### src/rtl/sand_pkg.sv
// Shared constants and types for the sand simulator register map and cell layout.
// Latency: none (package only).
// Backpressure: not applicable.
package sand_pkg;

  // Particle kinds stored two bits per cell.
  typedef enum logic [1:0] {
    EMPTY = 2'd0,
    SAND  = 2'd1,
    WALL  = 2'd2,
    WATER = 2'd3
  } particle_t;

  localparam int ROW_WORDS      = 80;
  localparam int ROWS           = 480;
  localparam int COLS           = 640;
  localparam int CELLS_PER_WORD = 8;

  // HPS register map
  localparam logic [2:0] REG_X     = 3'd0;
  localparam logic [2:0] REG_Y     = 3'd1;
  localparam logic [2:0] REG_TYPE  = 3'd2;
  localparam logic [2:0] REG_GO    = 3'd3;
  localparam logic [2:0] REG_CLEAR = 3'd4;

  // Last word of the cell map; the clear sweep stops here.
  localparam logic [23:0] LAST_WORD = 24'(ROW_WORDS * ROWS - 1);

  // Word holding cell (x, y): eight cells per word, 80 words per row.
  function automatic logic [23:0] cell_word_addr(input logic [9:0] x, input logic [8:0] y);
    return 24'(y) * 24'(ROW_WORDS) + 24'(x[9:3]);
  endfunction

endpackage

### src/rtl/sand_cell_merge.sv
// Replaces one 2-bit cell inside a 16-bit map word; cell 0 sits in the top bits.
// Latency: combinational.
// Backpressure: none.
module sand_cell_merge
  import sand_pkg::*;
(
  input  logic [15:0] word_in,
  input  logic [2:0]  cell_idx,
  input  particle_t   cell_type,
  output logic [15:0] word_out
);

  logic [3:0]  shift;
  logic [15:0] mask;

  // Clear the selected cell's two bits and drop the new type into them.
  always_comb begin
    shift    = 4'd14 - {cell_idx, 1'b0};
    mask     = 16'h0003 << shift;
    word_out = (word_in & ~mask) | ({14'd0, cell_type} << shift);
  end

endmodule

### src/rtl/sand_brush.sv
// Brush: read-modify-write of one cell (GO), or zero-fill of the whole map (CLEAR, only with SAND_BRUSH_CLEAR_EN).
// Latency: bus_req the cycle after acceptance; then grant wait, one read, one write, one DONE cycle.
// Backpressure: strobes held while mem_waitrequest; commands arriving while not idle are dropped with cmd_dropped.
module sand_brush
  import sand_pkg::*;
(
  input  logic        clock,
  input  logic        reset,
  input  logic        kernel_chipselect,
  input  logic        kernel_write,
  input  logic [2:0]  kernel_address,
  input  logic [15:0] kernel_writedata,
  output logic        bus_req,
  input  logic        bus_grant,
  output logic [23:0] mem_address,
  output logic        mem_read,
  output logic        mem_write,
  input  logic        mem_waitrequest,
  input  logic        mem_readdatavalid,
  input  logic [15:0] mem_readdata,
  output logic [15:0] mem_writedata,
  output logic        busy,
  output logic        cmd_dropped
);

  typedef enum logic [2:0] {
    S_IDLE,
    S_REQ,
    S_RD,
    S_RDW,
    S_WR,
`ifdef SAND_BRUSH_CLEAR_EN
    S_CLR,
`endif
    S_DONE
  } state_t;

  state_t      state_q, state_d;
  logic [9:0]  x_q;
  logic [8:0]  y_q;
  particle_t   type_q;
  logic [2:0]  op_k_q;
  particle_t   op_type_q;
  logic [15:0] merged_word;

  logic reg_wr, go_wr, clr_wr, go_accept, clr_accept, drop;
`ifdef SAND_BRUSH_CLEAR_EN
  logic op_clr_q;
`endif

  // Upper payload bits carry no register state.
  logic unused_ok;
  assign unused_ok = &{1'b0, kernel_writedata[15:10]};

  // Decode register strobes and decide accept or drop for commands.
  always_comb begin
    reg_wr    = kernel_chipselect & kernel_write;
    go_wr     = reg_wr && (kernel_address == REG_GO);
    clr_wr    = reg_wr && (kernel_address == REG_CLEAR);
    go_accept = go_wr && (state_q == S_IDLE) && (x_q < 10'(COLS)) && (y_q < 9'(ROWS));
`ifdef SAND_BRUSH_CLEAR_EN
    clr_accept = clr_wr && (state_q == S_IDLE);
`else
    clr_accept = 1'b0;
`endif
    drop = (go_wr && !go_accept) || (clr_wr && !clr_accept);
  end

  sand_cell_merge u_merge (
    .word_in   (mem_readdata),
    .cell_idx  (op_k_q),
    .cell_type (op_type_q),
    .word_out  (merged_word)
  );

  // State register.
  always_ff @(posedge clock) begin
    if (reset) state_q <= S_IDLE;
    else       state_q <= state_d;
  end

  // Next state and bus strobes, all decoded from the current state.
  always_comb begin
    state_d   = state_q;
    bus_req   = 1'b0;
    mem_read  = 1'b0;
    mem_write = 1'b0;
    busy      = 1'b0;
    unique case (state_q)
      S_IDLE: begin
        if (go_accept || clr_accept) state_d = S_REQ;
      end
      S_REQ: begin
        bus_req = 1'b1;
        busy    = 1'b1;
        if (bus_grant) begin
`ifdef SAND_BRUSH_CLEAR_EN
          state_d = op_clr_q ? S_CLR : S_RD;
`else
          state_d = S_RD;
`endif
        end
      end
      S_RD: begin
        bus_req  = 1'b1;
        busy     = 1'b1;
        mem_read = 1'b1;
        if (!mem_waitrequest) state_d = S_RDW;
      end
      S_RDW: begin
        bus_req = 1'b1;
        busy    = 1'b1;
        if (mem_readdatavalid) state_d = S_WR;
      end
      S_WR: begin
        bus_req   = 1'b1;
        busy      = 1'b1;
        mem_write = 1'b1;
        if (!mem_waitrequest) state_d = S_DONE;
      end
`ifdef SAND_BRUSH_CLEAR_EN
      S_CLR: begin
        bus_req   = 1'b1;
        busy      = 1'b1;
        mem_write = 1'b1;
        if (!mem_waitrequest && (mem_address == LAST_WORD)) state_d = S_DONE;
      end
`endif
      S_DONE: begin
        state_d = S_IDLE;
      end
      default: begin
        state_d = S_IDLE;
      end
    endcase
  end

  // Registers, per-operation copies, address/data outputs and the drop pulse.
  always_ff @(posedge clock) begin
    if (reset) begin
      x_q           <= '0;
      y_q           <= '0;
      type_q        <= EMPTY;
      op_k_q        <= '0;
      op_type_q     <= EMPTY;
      mem_address   <= '0;
      mem_writedata <= '0;
      cmd_dropped   <= 1'b0;
`ifdef SAND_BRUSH_CLEAR_EN
      op_clr_q      <= 1'b0;
`endif
    end else begin
      cmd_dropped <= drop;
      if (reg_wr) begin
        case (kernel_address)
          REG_X:    x_q    <= kernel_writedata[9:0];
          REG_Y:    y_q    <= kernel_writedata[8:0];
          REG_TYPE: type_q <= particle_t'(kernel_writedata[1:0]);
          default:  ;
        endcase
      end
      // Address and cell are frozen at acceptance so later register writes cannot disturb the operation.
      if (go_accept) begin
        mem_address <= cell_word_addr(x_q, y_q);
        op_k_q      <= x_q[2:0];
        op_type_q   <= type_q;
`ifdef SAND_BRUSH_CLEAR_EN
        op_clr_q    <= 1'b0;
`endif
      end
      if ((state_q == S_RDW) && mem_readdatavalid) mem_writedata <= merged_word;
`ifdef SAND_BRUSH_CLEAR_EN
      if (clr_accept) begin
        mem_address   <= '0;
        mem_writedata <= '0;
        op_clr_q      <= 1'b1;
      end
      // Sweep advances only on an accepted write and parks on the last word.
      if ((state_q == S_CLR) && !mem_waitrequest && (mem_address != LAST_WORD))
        mem_address <= mem_address + 24'd1;
`endif
    end
  end

endmodule

### config.mk
export PLATFORM = sky130hd
export DESIGN_NAME = sand_brush
export DESIGN_NICKNAME = d
export VERILOG_FILES = /design/src/rtl/sand_pkg.sv /design/src/rtl/sand_cell_merge.sv /design/src/rtl/sand_brush.sv
export SDC_FILE = /design/constraint.sdc
export NUM_CORES = 1
export LEC_CHECK = 0
export BUFFER_PORTS_ARGS = -buffer_cell sky130_fd_sc_hd__buf_2
export CAP_MARGIN = 10
export CORE_UTILIZATION = 48
export CTS_CLUSTER_DIAMETER = 60
export DETAILED_ROUTE_END_ITERATION = 10
export PLACE_DENSITY = 0.7
export SLEW_MARGIN = 20
export SYNTH_ARGS = -nofsm -noshare
export SYNTH_HDL_FRONTEND = slang
export SYNTH_HIERARCHICAL = 1
export SYNTH_SLANG_ARGS = --single-unit
### constraint.sdc
create_clock -name clock -period 2.92 [get_ports clock]
set_input_delay 0.292 -clock clock [delete_from_list [all_inputs] [get_ports clock]]
set_output_delay 0.292 -clock clock [all_outputs]
set_load 0.05 [all_outputs]
==> results of run 1 <==
worst paths after layout:
path	startpoint	endpoint	slack, ns	depth (start not counted)
max reg2reg	y_q[1]	mem_address[14]	0.12	10
max	y_q[1]	mem_address[14]	0.12	10
min	kernel_writedata[9]	x_q[9]	0.20	3
min reg2reg	mem_writedata[2]	mem_writedata[2]	0.45	2
cells by family (layout without fill, tap and decap cells):
| group | after synthesis | in the layout |
|---|---|---|
| other cells | 1 | 7 |
| compound gates | 77 | 77 |
| xor+xnor | 12 | 12 |
| mux | 28 | 28 |
| fa+ha+maj | 19 | 19 |
| flops | 63 | 63 |
| buf+inv | 39 | 105 |
| simple gates | 152 | 152 |
per-layer routing:
metal	vias to the layer above	GRT usage, %	part of all wire [%]
li1	1463	-	-
met1	1309	28.2	48
met2	66	38.0	47
met3	8	5.54	4.6
met4	0	6.47	1.2
met5	-	0	0
Yosys cell counts, types with 2 or more instances:
library cell | count | area, um^2
or3_1 | 3 | 18.8
buf_4 | 8 | 60.1
a21o_1 | 2 | 15.0
ha_1 | 17 | 213
mux2i_1 | 12 | 120
nor2b_1 | 3 | 18.8
nand3b_1 | 4 | 30.0
nor3_1 | 7 | 35.0
and2_1 | 2 | 12.5
nor3b_1 | 6 | 45.0
xor2_1 | 3 | 26.3
fa_1 | 2 | 40.0
a31oi_1 | 3 | 18.8
nand2b_1 | 3 | 18.8
o21ai_0 | 3 | 15.0
nand3_1 | 6 | 30.0
nand4_1 | 2 | 12.5
a21oi_1 | 45 | 225
nand2_1 | 84 | 315
a211oi_1 | 8 | 60.1
nor2_4 | 2 | 22.5
buf_6 | 2 | 22.5
inv_1 | 11 | 41.3
dfxtp_1 | 63 | 1260
clkbuf_1 | 16 | 60.1
o211ai_1 | 3 | 22.5
nor3b_2 | 3 | 37.5
o2111ai_1 | 3 | 26.3
o31ai_1 | 2 | 15.0
o21a_1 | 2 | 15.0
buf_2 | 2 | 10.0
o21bai_1 | 2 | 15.0
nor2_1 | 23 | 86.3
xnor2_1 | 9 | 78.8
mux2_2 | 16 | 180
per-stage QoR:
step                power (uW)  cells  setup slack, ns  setup TNS [ns]
CTS                       1890    540           0.0284               0
global placement          1020    524            0.164               0
global route              1960    540          -0.0429         -0.0429
floorplan                  984    397            0.359               0
finish                    1880    540            0.124               0
detailed placement        1020    524            0.102               0
registers in the layout, summed over array words and instances (netlist names):
| name | cells |
|---|---|
| cmd_dropped | 1 |
| mem_address | 17 |
| mem_writedata | 16 |
| op_k_q | 3 |
| op_type_q | 2 |
| state_q | 3 |
| type_q | 2 |
| x_q | 10 |
| y_q | 9 |
worst register-to-register path, delay by kind of cell, from the launching register on:
family / cells / cell delay [ns]
flops: 1 / 0.35
compound gates: 2 / 0.26
buf+inv: 1 / 0.07
simple gates: 3 / 0.92
fa+ha+maj: 3 / 0.93
xor+xnor: 1 / 0.19
cell type report:
cell class,instances,share of cell area [%]
clock inverter,4,1.95
clock buffer,12,3.97
sequential,63,32.2
multi-input combinational,295,48.0
timing repair buffer,78,10.4
tap,77,2.46
inverter,11,1.06
power groups by stage:
stage	registers, uW	clock network [uW]	logic (uW)
after floorplan	897	0	86.7
after global placement	890	0	125
after detailed placement	890	0	127
after CTS	871	894	128
after global routing	871	945	140
final	871	880	128
==> impl_metrics.tcl, run 1 <==
set metrics [dict create \
    status "finished with violations" \
    violations "design-rule violations" \
    synth_simple_gate_area_share_pct 21.6 \
    place.gp.congestion 0.846 \
    via_count 2846 \
    antenna_cells 0 \
    cts_max_level 3 \
    power_density_nw_per_um2 480 \
    hold_path.class "in -> reg" \
    utilization_pct 60.2 \
    synth_fa_ha_area_share_pct 7.67 \
    clkSinkCount 63 \
    clkSlewWorstSetupHoldPaths_ns 0.07 \
    antenna_found_initial 0 \
    wl_per_cell_um 13.7 \
    worst_hold_slack_ns 0.201 \
    cts-root-buf "clkbuf_8" \
    leakage_uw 0.00164 \
    syn_inst 391 \
    clockBufferDepth 2 \
    grt_overflow 0 \
    cts_inserted_buffers 9 \
    cts_tree "yes" \
    die_h_um 84.8 \
    grt_pass1_vias 2780 \
    critPathKind "reg -> reg" \
    synth_edf_count 0 \
    yosysWarnings 6 \
    final_hold_viol_count 0 \
    synth_compound_area_share_pct 14.1 \
    stdcell_area_um2 3910 \
    die_area_um2 7200 \
    final_max_slew_viol_count 0 \
    final_cell_mix "nand2_1, buf_2, dfxtp_1, a21oi_1, nor2_1" \
    cts_hold_buf 0 \
    rsz0062_at_grt "true" \
    switchingPower_uw 437 \
    dpl_cell_area_um2 3670 \
    wirelength_um 7400 \
    viasPerCell 5.27 \
    io_pins 87 \
    coreArea_um2 6490 \
    layout_commonest_cell "nand2_1" \
    max_cap_violations 0 \
    synth.mux.area_fraction_pct 9.12 \
    worstPathArrival_ns 3.05 \
    required_ns 3.18 \
    io_buffers 73 \
    finClkSkew_ns 0.00959 \
    synth_xor_area_share_pct 3.19 \
    p_int_uw 1440 \
    seqCellArea_um2 1260 \
    relSlewSlack_pct 54.2 \
    cts_resized 0 \
    dr.first_iter.drc_count 129 \
    crit_path_max_fanout 4 \
    multi_input_area_um2 1880 \
    async_flop_share_pct 0 \
    fillers 611 \
    p_comb_share_pct 6.8 \
    path_cells "ha_1, ha_1, inv_1, fa_1, nor2b_1, o31ai_1, xor2_1, nand3b_1, or4b_1, o211ai_1" \
    clock_latency_ns 0.33 \
    clock.fmax_mhz 358 \
    p_sw_share_pct 23.3 \
    start_util_pct 50.7 \
    crit_buf_inv 1 \
    yosysUniqueCellTypes 44 \
    drt_first_pass_iters 8 \
    dp_hpwl_um 5350 \
    seq_area_frac_synth_pct 38.3 \
    drive_above_1_share_pct 25.5 \
    avgSynthCellArea_um2 8.42 \
    end_kind "flop" \
    p_seq_share_pct 46.3 \
    ys_seq_elements 63 \
    ant_nets 0 \
    grt_pass1_wl_um 12600 \
    synth_top_family_by_area "simple AND/OR/NAND/NOR gates" \
    dieWidth_um 84.8 \
    start_kind "flop" \
    layout_min_cycle_time_ns 2.80 \
    grt_max_degree 65 \
    worst_pin_slew_ns 0.685 \
    cpPeakStageDelay_ns 0.48 \
    setup_viol 0 \
    rows 29 \
    ys.flop_type "dfxtp_1" \
    synth_area_um2 3290 \
    syn_to_final_growth_pct 18.8 \
    crit_family "adder cells" \
    grt_usage_pct 22.4 \
    crit_top_cell "ha_1" \
    pwr-share-clk_pct 46.9 \
    post-route-period-util_pct 95.8 \
    postCtsSetupRepairBufs 0 \
    ir_drop_mv 0.298 \
    drc_errors 8 \
    slowest_stage "or4b_1" \
    fin_nets 519 \
]
No activity file was read; power rests on OpenSTA's default activity.
==> run 2: changes to the inputs <==
Settings changed: ABC_AREA set to 1, PLACE_DENSITY 0.7 to 0.69.
==> impl_metrics.tcl, run 2 <==
set metrics [dict create \
    status "finished, final reports clean" \
    worstPathArrival_ns 2.81 \
    start_kind "flop" \
    critPathKind "reg -> reg" \
    path_cells "ha_1, ha_1, inv_1, fa_1, nor2_1, nand3_1, nand2_1, nand2_1, nor2_1, nand2_1, o21ai_0, nand3_1, nand2_1, inv_1" \
    cts_resized 0 \
    crit_path_max_fanout 3 \
    crit_family "adder cells" \
    final_max_slew_viol_count 0 \
    ant_nets 0 \
    start_util_pct 50.7 \
    grt_usage_pct 23.2 \
    fillers 702 \
    crit_top_cell "nand2_1" \
    cpPeakStageDelay_ns 0.43 \
    ys_seq_elements 63 \
    layout_min_cycle_time_ns 2.56 \
    final_hold_viol_count 0 \
    place.gp.congestion 0.862 \
    die_area_um2 7650 \
    avgSynthCellArea_um2 6.77 \
    async_flop_share_pct 0 \
    max_cap_violations 0 \
    syn_to_final_growth_pct 15.3 \
    crit_buf_inv 2 \
    leakage_uw 0.00203 \
    multi_input_area_um2 1880 \
    grt_pass1_wl_um 13900 \
    power_density_nw_per_um2 537 \
    wirelength_um 8160 \
    postCtsSetupRepairBufs 0 \
    ys_top_cells_by_count "nand2_1, nor2_1, dfxtp_1" \
    wl_per_cell_um 12.0 \
    yosysWarnings 6 \
    post-route-period-util_pct 87.7 \
    dr.first_iter.drc_count 184 \
    finalSetupTns_ns 0 \
    setup_viol 0 \
    seqCellArea_um2 1260 \
    cts-root-buf "clkbuf_8" \
    dieWidth_um 87.4 \
    coreArea_um2 6910 \
    reg_top3 "mem_address: 17 flops, mem_writedata: 16 flops, x_q: 10 flops" \
    largest_reg_flops 17 \
    antenna_cells 0 \
    io_buffers 73 \
    die_h_um 87.4 \
    ys_top_cells_by_area "dfxtp_1, nand2_1, nor2_1" \
    grt_overflow 0 \
    layout_commonest_cell "nand2_1" \
    cts_inserted_buffers 9 \
    final_cell_mix "nand2_1, nor2_1, buf_2, dfxtp_1, inv_1" \
    synth.top_cell.area_share_pct 36.0 \
    rows 30 \
    required_ns 3.17 \
    cts_tree "yes" \
    yosysMostFrequentCell "nand2_1" \
    viasPerCell 5.00 \
    antenna_found_initial 0 \
    io_pins 87 \
    drc_errors 0 \
    relSlewSlack_pct 60.6 \
    worst_pin_slew_ns 0.590 \
    seq_area_frac_synth_pct 36.0 \
    clock.fmax_mhz 391 \
    slowest_stage "fa_1" \
    drive_above_1_share_pct 18.3 \
    hold_path.class "in -> reg" \
    regMostFlops "mem_address" \
    yosysUniqueCellTypes 32 \
    synth_area_um2 3500 \
    cts_hold_buf 0 \
    end_kind "flop" \
    ir_drop_mv 0.436 \
    syn_inst 518 \
    grt_max_degree 27 \
    drt_first_pass_iters 5 \
    via_count 3412 \
    grt_pass1_vias 3118 \
    clockBufferDepth 2 \
    ys.flop_type "dfxtp_1" \
    finClkSkew_ns 0.00827 \
    yosysTopAreaCell "dfxtp_1" \
    clkSinkCount 63 \
    dp_hpwl_um 6100 \
    rsz0062_at_grt "false" \
    fin_nets 642 \
    cts_max_level 3 \
    clkSlewWorstSetupHoldPaths_ns 0.08 \
    utilization_pct 58.5 \
    clock_latency_ns 0.34 \
    synth_edf_count 0 \
]
==> run 2: changes by cell type in the layout (fill, tap and decap cells not counted), sizes merged, moves of 4 or more <==
cell / change
o21ai: +46
mux2: -16
nor3: -4
nand3: +44
a21oi: -13
nand4: +10
a211oi: -8
nor3b: -9
xnor2: -7
nor2: +61
inv: +46
nand2: +22
mux2i: -12
==> run 2: cell families (layout without fill, tap and decap cells) <==
group / Yosys count / after routing / synth area share [%]
adders and majority gates: 19 / 19 / 7.21
AOI/OAI and AO/OA: 83 / 83 / 12.1
buffers and inverters: 86 / 148 / 11.0
and+or+nand+nor: 260 / 260 / 32.2
xor gates and xnor gates: 6 / 6 / 1.50
DFF: 63 / 63 / 36.0
other: 1 / 7 / 0.107
==> run 2: path summary, 6_finish.rpt <==
check / startpoint / to / slack (ns) / cells after the start
max: y_q[1] / mem_address[13] / 0.36 / 14
min: kernel_writedata[9] / x_q[9] / 0.19 / 3
max reg2reg: y_q[1] / mem_address[13] / 0.36 / 14
min reg2reg: mem_address[16] / mem_address[16] / 0.44 / 2
==> run 2: final cells by class <==
cell class	count	share of cell area (%)
clock buffer	9	3.07
clock inverter	7	1.36
inverter	56	5.20
multi-input combinational	375	46.6
sequential	63	31.2
tap	96	2.97
timing repair buffer	76	9.60
==> run 2: worst register-to-register path, stage by stage, from the launching register on <==
cell and delay (ns):
dfxtp_1 0.34, ha_1 0.31, ha_1 0.23, inv_1 0.08, fa_1 0.43, nor2_1 0.16, nand3_1 0.12, nand2_1 0.07
nand2_1 0.07, nor2_1 0.19, nand2_1 0.10, o21ai_0 0.16, nand3_1 0.09, nand2_1 0.07, inv_1 0.03
==> run 2: layer usage <==
metal / vias to the layer above / track usage (%) / share of wire, %
met5: - / 0 / 0
met1: 1512 / 30.1 / 49
met4: 0 / 8.79 / 1.9
met2: 104 / 38.1 / 44
li1: 1782 / - / -
met3: 14 / 4.36 / 5.1
==> run 2: through the flow <==
stage	power (uW)	setup slack [ns]	hold WS [ns]	cells	instance area [um^2]
CTS	2190	0.354	0.185	682	4040
floorplan	1390	0.672	0.427	524	3530
finish	2170	0.359	0.194	682	4040
detailed placement	1490	0.373	0.431	666	3860
global placement	1480	0.494	0.425	666	3860
global route	2300	0.137	0.198	682	4040
==> run 2: power breakdown <==
group          switching [uW]  leakage [uW]  internal, uW
registers                37.4      0.000509           899
clock network             383     0.0000866           316
logic                     390       0.00143           144
==> run 3: changes to the inputs <==
==> constraint.sdc (replaced) <==
create_clock -name clock -period 2.92 [get_ports clock]
set_input_delay 0.292 -clock clock [delete_from_list [all_inputs] [get_ports clock]]
set_output_delay 0.292 -clock clock [all_outputs]
set_load 0.1 [all_outputs]
==> impl_metrics.tcl, run 3 (same netlist as run 2, synthesis figures left out) <==
set metrics [dict create \
    drt_first_pass_iters 4 \
    max_cap_violations 0 \
    gr-max-usage-layer "met2" \
    worstPathArrival_ns 2.80 \
    drc_errors 0 \
    clock_latency_ns 0.35 \
    cts_resized 0 \
    reg2reg_to "mem_address[13]" \
    grt_max_degree 30 \
    rows 30 \
    multi_input_area_um2 1880 \
    r2r_setup_slack_ns 0.37 \
    clkSlewWorstSetupHoldPaths_ns 0.08 \
    antenna_found_initial 0 \
    placed_cells 666 \
    path_cells "ha_1, ha_1, inv_1, fa_1, nor2_1, nand3_1, nand2_1, nand2_1, nor2_1, nand2_1, o21ai_0, nand3_1, nand2_1, inv_1" \
    grt_overflow 0 \
    met3_usage_pct 3.89 \
    regMostFlops "mem_address" \
    setup_viol 0 \
    timing.rr.start "y_q[1]" \
    io_pins 87 \
    crit_path_max_fanout 3 \
    dp_hpwl_um 5990 \
    io_buffers 73 \
    syn_to_final_growth_pct 17.1 \
    worstHoldPathCells 3 \
    finClkSkew_ns 0.0122 \
    grt_pass1_vias 2995 \
    start_util_pct 50.7 \
    utilization_pct 59.4 \
    clockBufferDepth 2 \
    fin_nets 642 \
    cts_tree "yes" \
    whs_endpoint "x_q[9]" \
    cts_max_level 3 \
    cts_hold_buf 0 \
    ir_drop_mv 0.357 \
    largest_reg_flops 17 \
    post-route-period-util_pct 87.3 \
    cts_inserted_buffers 9 \
    hold_path.class "in -> reg" \
    via_count 3399 \
    relSlewSlack_pct 50.8 \
    min-delay-start "kernel_writedata[9]" \
    die_area_um2 7650 \
    postCtsSetupRepairBufs 0 \
    required_ns 3.17 \
    antenna_cells 0 \
    critPathKind "reg -> reg" \
    fillers 709 \
    reg_top3 "mem_address: 17 flops, mem_writedata: 16 flops, x_q: 10 flops" \
    finalSetupTns_ns 0 \
    grtUsageMet2_pct 37.2 \
    final_hold_viol_count 0 \
    clkSinkCount 63 \
    dr.first_iter.drc_count 176 \
    grt_pass1_wl_um 13400 \
    clock.fmax_mhz 392 \
    ant_nets 0 \
    rsz0062_at_grt "false" \
    layout_min_cycle_time_ns 2.55 \
    drive_above_1_share_pct 18.3 \
    viasPerCell 4.98 \
    slowest_stage "fa_1" \
    totalPowerFinal_uw 2590 \
    end_kind "flop" \
    cpPeakStageDelay_ns 0.43 \
    final_max_slew_viol_count 0 \
    leakage_uw 0.00206 \
    crit_top_cell "nand2_1" \
    crit_buf_inv 2 \
    layout_commonest_cell "nand2_1" \
    start_kind "flop" \
    wl_per_cell_um 11.9 \
    seqCellArea_um2 1260 \
    worst_pin_slew_ns 0.737 \
    crit_family "adder cells" \
    power_density_nw_per_um2 631 \
    coreArea_um2 6910 \
    use_met1_pct 29.5 \
    wirelength_um 8130 \
    stdcell_count 682 \
    cts-root-buf "clkbuf_8" \
    worst_hold_slack_ns 0.203 \
    die_h_um 87.4 \
    place.gp.congestion 0.876 \
    status "finished, final reports clean" \
    dieWidth_um 87.4 \
    final_cell_mix "nand2_1, nor2_1, buf_2, dfxtp_1, inv_1" \
    reg2reg_depth 14 \
    grt_usage_pct 22.5 \
]
[run 3: final cells by class]
type	count	area share [%]
multi-input cells	375	45.9
flip-flops and latches	63	30.7
repair buffers	76	9.45
inverters	56	5.12
clock buffers	9	3.02
well taps	96	2.93
clock inverters	7	2.90
[run 3: power breakdown]
part / total, uW / leakage, uW / internal (uW) / switching [uW]
Clock: 937 / 0.000116 / 568 / 369
Sequential: 937 / 0.000509 / 899 / 38.1
Combinational: 717 / 0.00143 / 144 / 573
Total: 2590 / 0.00206 / 1610 / 980
[run 3: through the flow]
| stage | area (um^2) | setup slack (ns) |
|---|---|---|
| 2_1_floorplan | 3530 | 0.316 |
| 3_3_place_gp | 3860 | 0.472 |
| 3_5_place_dp | 3860 | 0.407 |
| 4_1_cts | 4100 | 0.381 |
| 5_1_grt | 4100 | 0.165 |
| 6_report | 4100 | 0.370 |
[run 3: tightest hold or removal path, stage by stage]
cell and delay (ns):
buf_2 0.07, o21ai_0 0.07, nor2_1 0.07
[run 3: per-layer routing]
layer	share of wire, %	up-vias
met5	0	-
met4	1.5	0
li1	-	1781
met2	46	67
met1	48	1541
met3	4.5	10
[run 3: worst max-delay path by stage]
stage | slack [ns] | cells past startpoint | start | endpoint
floorplan | 0.32 | 3 | state_q[0] | busy
detailed placement | 0.41 | 14 | y_q[1] | mem_address[13]
finish | 0.37 | 14 | y_q[1] | mem_address[13]
CTS | 0.38 | 14 | y_q[1] | mem_address[13]
global route | 0.17 | 14 | y_q[1] | mem_address[13]
global placement | 0.47 | 14 | y_q[1] | mem_address[13]
